===== src/rtl/laser_beacon_tx.sv =====
// laser_beacon_tx: on-off keyed laser beacon frame transmitter (START, 8 data MSB first, optional parity, STOP, GAP).
// Define LASER_BEACON_PARITY_EN to add an even-parity slot after the data bits.
module laser_beacon_tx #(
  parameter int CARRIER_DIV      = 25,
  parameter int CARRIERS_PER_BIT = 8,
  parameter int GAP_SLOTS        = 4
) (
  input  logic       clk,
  input  logic       rstn,
  input  logic       tx_valid,
  input  logic [7:0] tx_data,
  output logic       tx_ready,
  output logic       laser_out,
  output logic       tx_done,
  output logic       busy
);
  localparam int S  = 2 * CARRIER_DIV * CARRIERS_PER_BIT;
  localparam int SW = $clog2(S);
  localparam int CW = $clog2(CARRIER_DIV + 1);
  localparam int BW = $clog2((GAP_SLOTS > 8 ? GAP_SLOTS : 8) + 1);
  typedef enum logic [2:0] {
    IDLE, START, DATA,
`ifdef LASER_BEACON_PARITY_EN
    PARITY,
`endif
    STOP, GAP
  } state_t;
  state_t        state_q, state_d;
  logic [SW-1:0] slot_q, slot_d;
  logic [CW-1:0] car_q, car_d;
  logic [BW-1:0] bit_q, bit_d;
  logic [7:0]    data_q, data_d;
  logic          ph_q, ph_d, laser_q, laser_d, done_q, done_d, ready_q, ready_d;
  logic          slot_end, par_on, last_d;
  assign slot_end = slot_q == SW'(S - 1);
  always_comb begin
    state_d = state_q;
    slot_d  = slot_q;
    car_d   = car_q;
    bit_d   = bit_q;
    ph_d    = ph_q;
    data_d  = data_q;
    if (state_q == IDLE) begin
      if (tx_valid) begin
        state_d = START;
        data_d  = tx_data;
        slot_d  = '0;
        car_d   = '0;
        bit_d   = '0;
        ph_d    = 1'b1;
      end
    end else if (slot_end) begin
      // carrier phase restarts high at every slot boundary
      slot_d = '0;
      car_d  = '0;
      ph_d   = 1'b1;
      bit_d  = '0;
      case (state_q)
        START: state_d = DATA;
        DATA: begin
          bit_d = bit_q + 1'b1;
`ifdef LASER_BEACON_PARITY_EN
          if (bit_q == BW'(7)) state_d = PARITY;
`else
          if (bit_q == BW'(7)) state_d = STOP;
`endif
        end
`ifdef LASER_BEACON_PARITY_EN
        PARITY: state_d = STOP;
`endif
        STOP: state_d = GAP_SLOTS == 0 ? IDLE : GAP;
        GAP: begin
          bit_d   = bit_q + 1'b1;
          state_d = bit_q == BW'(GAP_SLOTS - 1) ? IDLE : GAP;
        end
        default: state_d = IDLE;
      endcase
    end else begin
      slot_d = slot_q + 1'b1;
      car_d  = car_q == CW'(CARRIER_DIV - 1) ? '0 : car_q + 1'b1;
      ph_d   = car_q == CW'(CARRIER_DIV - 1) ? ~ph_q : ph_q;
    end
`ifdef LASER_BEACON_PARITY_EN
    par_on = state_d == PARITY && ^data_d;
`else
    par_on = 1'b0;
`endif
    laser_d = ph_d && (state_d == START || (state_d == DATA && data_d[~bit_d[2:0]]) || par_on);
    last_d  = GAP_SLOTS == 0 ? state_d == STOP : (state_d == GAP && bit_d == BW'(GAP_SLOTS - 1));
    done_d  = last_d && slot_d == SW'(S - 1);
    ready_d = state_d == IDLE;
  end
  always_ff @(posedge clk or negedge rstn) begin
    if (!rstn) begin
      state_q <= IDLE;
      slot_q  <= '0;
      car_q   <= '0;
      bit_q   <= '0;
      ph_q    <= 1'b0;
      data_q  <= '0;
      laser_q <= 1'b0;
      done_q  <= 1'b0;
      ready_q <= 1'b1;
    end else begin
      state_q <= state_d;
      slot_q  <= slot_d;
      car_q   <= car_d;
      bit_q   <= bit_d;
      ph_q    <= ph_d;
      data_q  <= data_d;
      laser_q <= laser_d;
      done_q  <= done_d;
      ready_q <= ready_d;
    end
  end
  assign laser_out = laser_q;
  assign tx_done   = done_q;
  assign tx_ready  = ready_q;
  assign busy      = ~ready_q;
endmodule


===== config.mk =====
export PLATFORM = sky130hd
export DESIGN_NAME = laser_beacon_tx
export DESIGN_NICKNAME = d
export VERILOG_FILES = /design/src/rtl/laser_beacon_tx.sv
export SDC_FILE = /design/constraint.sdc
export NUM_CORES = 1
export LEC_CHECK = 0
export CORE_AREA = 2 2 58 60
export DETAILED_ROUTE_END_ITERATION = 12
export DIE_AREA = 0 0 60 62
export DONT_BUFFER_PORTS = 1
export HOLD_SLACK_MARGIN = 0.15
export PLACE_DENSITY = 0.74
export SETUP_SLACK_MARGIN = 0.15
export SLEW_MARGIN = 0
export SYNTH_ARGS = -nofsm -noshare
export SYNTH_HDL_FRONTEND = slang
export SYNTH_SLANG_ARGS = --single-unit

===== constraint.sdc =====
create_clock -name clk -period 3 [get_ports clk]
set_input_delay 0.6 -clock clk [delete_from_list [all_inputs] [get_ports clk]]
set_output_delay 0.6 -clock clk [all_outputs]
set_load 0.05 [all_outputs]

Word-level counts from Yosys, hierarchy flattened
Index checks and enable logic that the tools add are counted.
{ "word_totals": {"regBits": 33, "inputBits": 11, "out_inout_bits": 4} }
{ "classes": {"n_addsub": 3, "order_cmp": 1, "eq_ne": 14, "mux": 25, "bitwise_logic": 3, "n_reduce_logical": 8} }
{ "ops": {"columns": ["operator", "count"], "rows": [
  ["$mux W9", 3],
  ["$mux W5", 4],
  ["$eq A9 B9 Y1 const B", 2],
  ["$mux W4", 4],
  ["$mux W8", 2],
  ["$mux W3", 5],
  ["$pmux W3 S4", 1],
  ["$add A9 B1 Y9 const B", 1],
  ["$eq A3 B2 Y1 const B", 3],
  ["$eq A4 B2 Y1 const B", 2],
  ["$eq A3 B1 Y1 const B", 2],
  ["$eq A3 B3 Y1 const B", 2],
  ["$logic_not A3 Y1", 2],
  ["$add A5 B1 Y5 const B", 1],
  ["$eq A5 B5 Y1 const B", 1],
  ["$mux W1", 5],
  ["$add A4 B1 Y4 const B", 1],
  ["$eq A4 B3 Y1 const B", 1],
  ["$logic_and A1 B1 Y1", 4],
  ["$lt A3 B4 Y1 const B", 1],
  ["$bmux W1 S3", 1],
  ["$not A3 Y3", 1],
  ["$ne A2 B2 Y1 const B", 1],
  ["$not A1 Y1", 2],
  ["other kinds (2)", 2]
]} }

Logic depth before layout (Yosys ltp)
{ "logic_depth": {"ltp_word": 11, "depth_mapped": 10, "mapped_depth_nobuf": 9} }

Worst setup path before layout
No wires, ideal clock.
{ "synth_timing": {"path_kind": "register to register", "start": "register slot_q[0]", "end": "register laser_q, in the netlist laser_out", "setup_time_ns": 0.119, "arrival_time_ns": 2.240, "t_required_ns": 2.881, "path_slack_ns": 0.641, "path_stages_with_launch": 10, "path_cell_list": "dfrtp_1 > ha_1 > and4b_1 > buf_4 > a211o_1 > o211ai_4 > mux2_2 > a221oi_2 > a211oi_1 > o21a_1"} }
{ "synth_between": {"elab_chain_len": 9} }
{ "synth_lines": {"columns": ["element", "line", "source"], "rows": [
  ["from (decl)", "29", "logic [SW-1:0] slot_q, slot_d;"],
  ["from (signal assigned)", "106", "slot_q <= slot_d;"],
  ["$eq A9 B9 Y1", "35", "assign slot_end = slot_q == SW'(S - 1);"],
  ["$mux W4", "52", "end else if (slot_end) begin"],
  ["$mux W4", "43", "if (state_q == IDLE) begin"],
  ["named net bit_d[0]", "31", "logic [BW-1:0] bit_q, bit_d;"],
  ["$not A3 Y3", "88", "laser_d = ph_d && (state_d == START || (state_d == DATA && data_d[~bit_d[2:0]]) || par_on);"],
  ["$bmux W1 S3", "88", null],
  ["$mux W1 (implied by the code)", "88", null],
  ["$logic_and A1 B1 Y1", "88", null],
  ["$logic_or A1 B1 Y1", "88", null],
  ["$logic_and A1 B1 Y1", "88", null],
  ["named net laser_d", "33", "logic ph_q, ph_d, laser_q, laser_d, done_q, done_d, ready_q, ready_d;"],
  ["to (signal assigned)", "111", "laser_q <= laser_d;"],
  ["to (decl)", "33", null]
]} }
The timed path passes the listed nets, and every way through them passes these cells. The select of a mux whose other input is x is not followed.
A chain may end at the register's enable or synchronous reset.

Worst setup path after layout
{ "layout_timing": {"start": "register state_q[2]", "end": "register laser_q, in the netlist laser_out"} }
{ "layout_between": {"elab_chain_len": 11} }
{ "layout_lines": {"columns": ["element", "line", "source"], "rows": [
  ["from (decl)", "28", "state_t state_q, state_d;"],
  ["from (signal assigned)", "105", "state_q <= state_d;"],
  ["$eq A3 B2 Y1 or $eq A3 B3 Y1 (tied branches)", "58", "case (state_q)"],
  ["$reduce_or A2 Y1 (no source line)", null, null],
  ["$mux W4", null, null],
  ["$mux W4", "52", null],
  ["$mux W4 *", "43", null],
  ["named net bit_d[0]", "31", null],
  ["$not A3 Y3 *", "88", null],
  ["$bmux W1 S3 *", "88", null],
  ["$mux W1 (implied by the code) *", "88", null],
  ["$logic_and A1 B1 Y1 *", "88", null],
  ["$logic_or A1 B1 Y1 *", "88", null],
  ["$logic_and A1 B1 Y1 *", "88", null],
  ["named net laser_d", "33", null]
]} }
Mark *: on every way through the listed nets, which the timed path passes. The rest lies on a longest branch. The select of a mux whose other input is x is not followed.

==> run_results.csv <==
group,metric,value,unit
floorplan,core,3180,um2
routing,detail_route.vias_per_cell,5.91,
sta,period_share,85.5,%
critical_path,crit_arrival,2.80,ns
run,cap_violations,0,
synth,synth_warnings,0,
clocking,root_buffer,"clkbuf_4",
global_route,grt_max_degree,34,
min_path,hp-class,"in -> reg",
final_layout,finalNonFillerCells,228,
synth,syn_area,1800,um2
floorplan,die_w,60,um
critical_path,crit_chain,"nor3_4 > nand2b_1 > o211ai_4 > mux2_2 > a221oi_2 > a211oi_1 > o21a_1",
clocking,clock-sinks,33,
placed_design,gp_congestion,0.802,
sta,fin_worst_skew,0.0124,ns
synth,synthesis.nets,193,
synth,synth-seq-cells,33,
sta,max-slew-margin-rel,61.4,%
clocking,cts_tree,"done",
floorplan,initial_core_util,56.5,%
clocking,cts_buffer_depth,2,
sta,post-route-min-period,2.56,ns
power_and_ir_drop,p_int,0.000899,W
clocking,post_cts_buffers,0,
power_and_ir_drop,ir_drop,499,uV
synth,synth.avg_cell_area,10.1,um2
routing,first_pass_iters,4,
final_layout,final_util,59.6,%
floorplan,dieArea,3720,um2
final_layout,design_area,1890,um2
sta,grt_setup_unrepaired,"no",
clocking,h-tree-depth,2,
placed_design,numPlacedInstances,218,
placed_design,port_buffers,0,
sta,fin_setup_tns,0,ns
floorplan,io-pin-count,15,
power_and_ir_drop,comb_power_share,31.7,%
sta,setup_violations,0,
routing,wl_per_cell,16.1,um
power_and_ir_drop,power_density,760,nW/um2
placed_design,dpl-instance-area,1810,um2
synth,synth_sequential_area_ratio,46.0,%
final_layout,fin_nets,196,
power_and_ir_drop,leakage,0.770,nW
power_and_ir_drop,p_seq_share,51.4,%
synth,synthDistinctLibCells,49,
critical_path,regToRegSetupSlack,0.44,ns
global_route,antenna_found_initial,0,
sta,worst_pin_slew,0.573,ns
clocking,path_clk_slew,0.11,ns
routing,dr.first_iter.drc_count,88,
final_layout,num_antenna_cells,0,
clocking,clock_latency,0.34,ns
sta,slew_violations,0,
status,outcome,"finished, final reports clean",
routing,totalWireLength,3680,um
clocking,cts-buffers-inserted,5,
critical_path,slowest_delay,0.49,ns
synth,syn_inst,178,
global_route,grt_pass1_wl,5940,um
routing,vias,1347,
critical_path,endpoint_kind,"flop",
global_route,globalRouteOverflowTotal,0,
sta,holdWs,0.413,ns
global_route,grt_pass1_vias,1329,
critical_path,startpoint_type,"flop",
synth,synth_edf_count,0,
global_route,grtUsageTotal,22.2,%
synth,synth_top_flop_cell,"dfrtp_1",
power_and_ir_drop,clkPwrFrac,17.0,%
final_layout,syn_to_final_growth,5.43,%
power_and_ir_drop,swShare,37.5,%
power_and_ir_drop,net-switching-power,0.000540,W
placed_design,dp_hpwl,2640,um
sta,hold_violations,0,
critical_path,crit_fanout,8,
floorplan,die_h,62,um
floorplan,rows,21,
critical_path,worstPathRequired,3.24,ns
routing,ant_nets,0,
critical_path,path_class,"reg -> reg",
synth,synth-async-reset-ratio,100,%
sta,fmax,0.390,GHz
critical_path,slowest_stage,"dfrtp_1",
final_layout,drive_gt1_share,17.6,%
routing,remaining_drc_errors,0,
power groups by stage:
stage          clock network, W  registers [W]  logic [W]
6_report               0.000244       0.000739   0.000456
3_5_place_dp                  0       0.000749   0.000440
3_3_place_gp                  0       0.000737   0.000414
5_1_grt                0.000271       0.000758   0.000512
4_1_cts                0.000248       0.000740   0.000459
2_1_floorplan                 0       0.000700   0.000385
Yosys cell counts, types with 2 or more instances:
master,count,share of area [%]
a21oi_1,3,0.84
a31oi_1,4,1.4
and2_1,2,0.70
and3_1,5,1.7
and4b_1,2,1.1
buf_2,3,0.84
buf_6,2,1.3
dfrtp_1,32,45
ha_1,4,2.8
inv_1,6,1.3
mux2_2,9,5.6
mux2_4,2,1.7
nand2_1,22,4.6
nand2b_1,7,2.4
nand3_1,2,0.56
nand4_1,7,2.4
nor2_1,6,1.3
nor3_1,3,0.84
o21a_1,3,1.3
o21ai_0,21,5.8
o21ai_1,5,1.4
layer usage:
| layer | global-route usage [%] | routed length, um | vias up |
|---|---|---|---|
| met5 | 0 | 0 | - |
| met4 | 8.57 | 58 | 0 |
| met3 | 6.21 | 140 | 6 |
| met2 | 37.7 | 1830 | 28 |
| met1 | 26.9 | 1650 | 669 |
| li1 | - | - | 644 |
sequential cells by signal (all words and copies together), names as in the netlist:
register,cells
tx_done,1
state_q,3
bit_q,4
laser_out,1
car_q,5
slot_q,9
data_q,8
ph_q,1
tx_ready,1
path summary, 6_finish.rpt:
check,endpoint,cells after the start,start
worst max-delay path,laser_out$_DFF_PN0_,7,state_q[2]$_DFF_PN0_
worst min-delay path,data_q[6]$_DFF_PN0_,1,tx_data[6]
worst max register to register,laser_out$_DFF_PN0_,7,state_q[2]$_DFF_PN0_
worst min register to register,car_q[4]$_DFFE_PN0P_,1,car_q[4]$_DFFE_PN0P_
max in group asynchronous,tx_ready$_DFF_PN1_,2,rstn
min in group asynchronous,state_q[1]$_DFF_PN0_,2,rstn
worst max-delay path: cells and delay by family, from the launching register on:
kind             cells  cell delay, ns
AO/OA/AOI/OAI        4            0.90
flip-flops           1            0.49
multiplexers         1            0.39
AND/OR/NAND/NOR      2            0.69
through the flow:
stage	total power (W)	setup WS [ns]
after detailed placement	0.00119	0.261
after global placement	0.00115	0.407
after floorplan	0.00108	0.641
final	0.00144	0.436
after CTS	0.00145	0.259
after global routing	0.00154	0.250
cell families (layout without fill, tap and decap cells):
logic type | after synthesis | in the layout | share of synthesized area (%)
and+or+nand+nor | 71 | 71 | 23.3
AOI/OAI and AO/OA | 43 | 43 | 15.1
DFF | 33 | 33 | 46.0
buffers and inverters | 13 | 17 | 3.97
muxes | 12 | 12 | 7.87
adders and majority gates | 4 | 4 | 2.79
xor gates and xnor gates | 2 | 2 | 0.975
what timing repair did:
action / CTS / global route
hold endpoints to repair: 33 / 0
gates resized for setup: 0 / 1
hold buffers: 2 / 0
setup endpoints to repair: 0 / 2
cell type report:
cell class              instances  area (um2)
fillers                       274        1280
multi-input cells             132         902
flip-flops and latches         33         827
well taps                      46        57.6
clock buffers                   6        41.3
repair buffers                  2        30.0
inverters                       7        26.3
clock inverters                 2        10.0
placed cells by master (no fill, tap or decap), types with 2 or more instances in the layout:
cell	synthesis	routed
dfrtp_1	32	32
nand2_1	22	22
ha_1	4	4
and2_1	2	2
nand3_1	2	2
nand4_1	7	7
mux2_2	9	9
clkbuf_4	0	5
and4b_1	2	2
and3_1	5	5
nor2_1	6	6
a21oi_1	3	2
o21ai_0	21	21
mux2_4	2	2
o21ai_1	5	5
o21a_1	3	3
nand2b_1	7	7
nor3_1	3	3
a31oi_1	4	4
clkinv_2	0	2
inv_1	6	6
No activity file was read; power rests on OpenSTA's default activity.
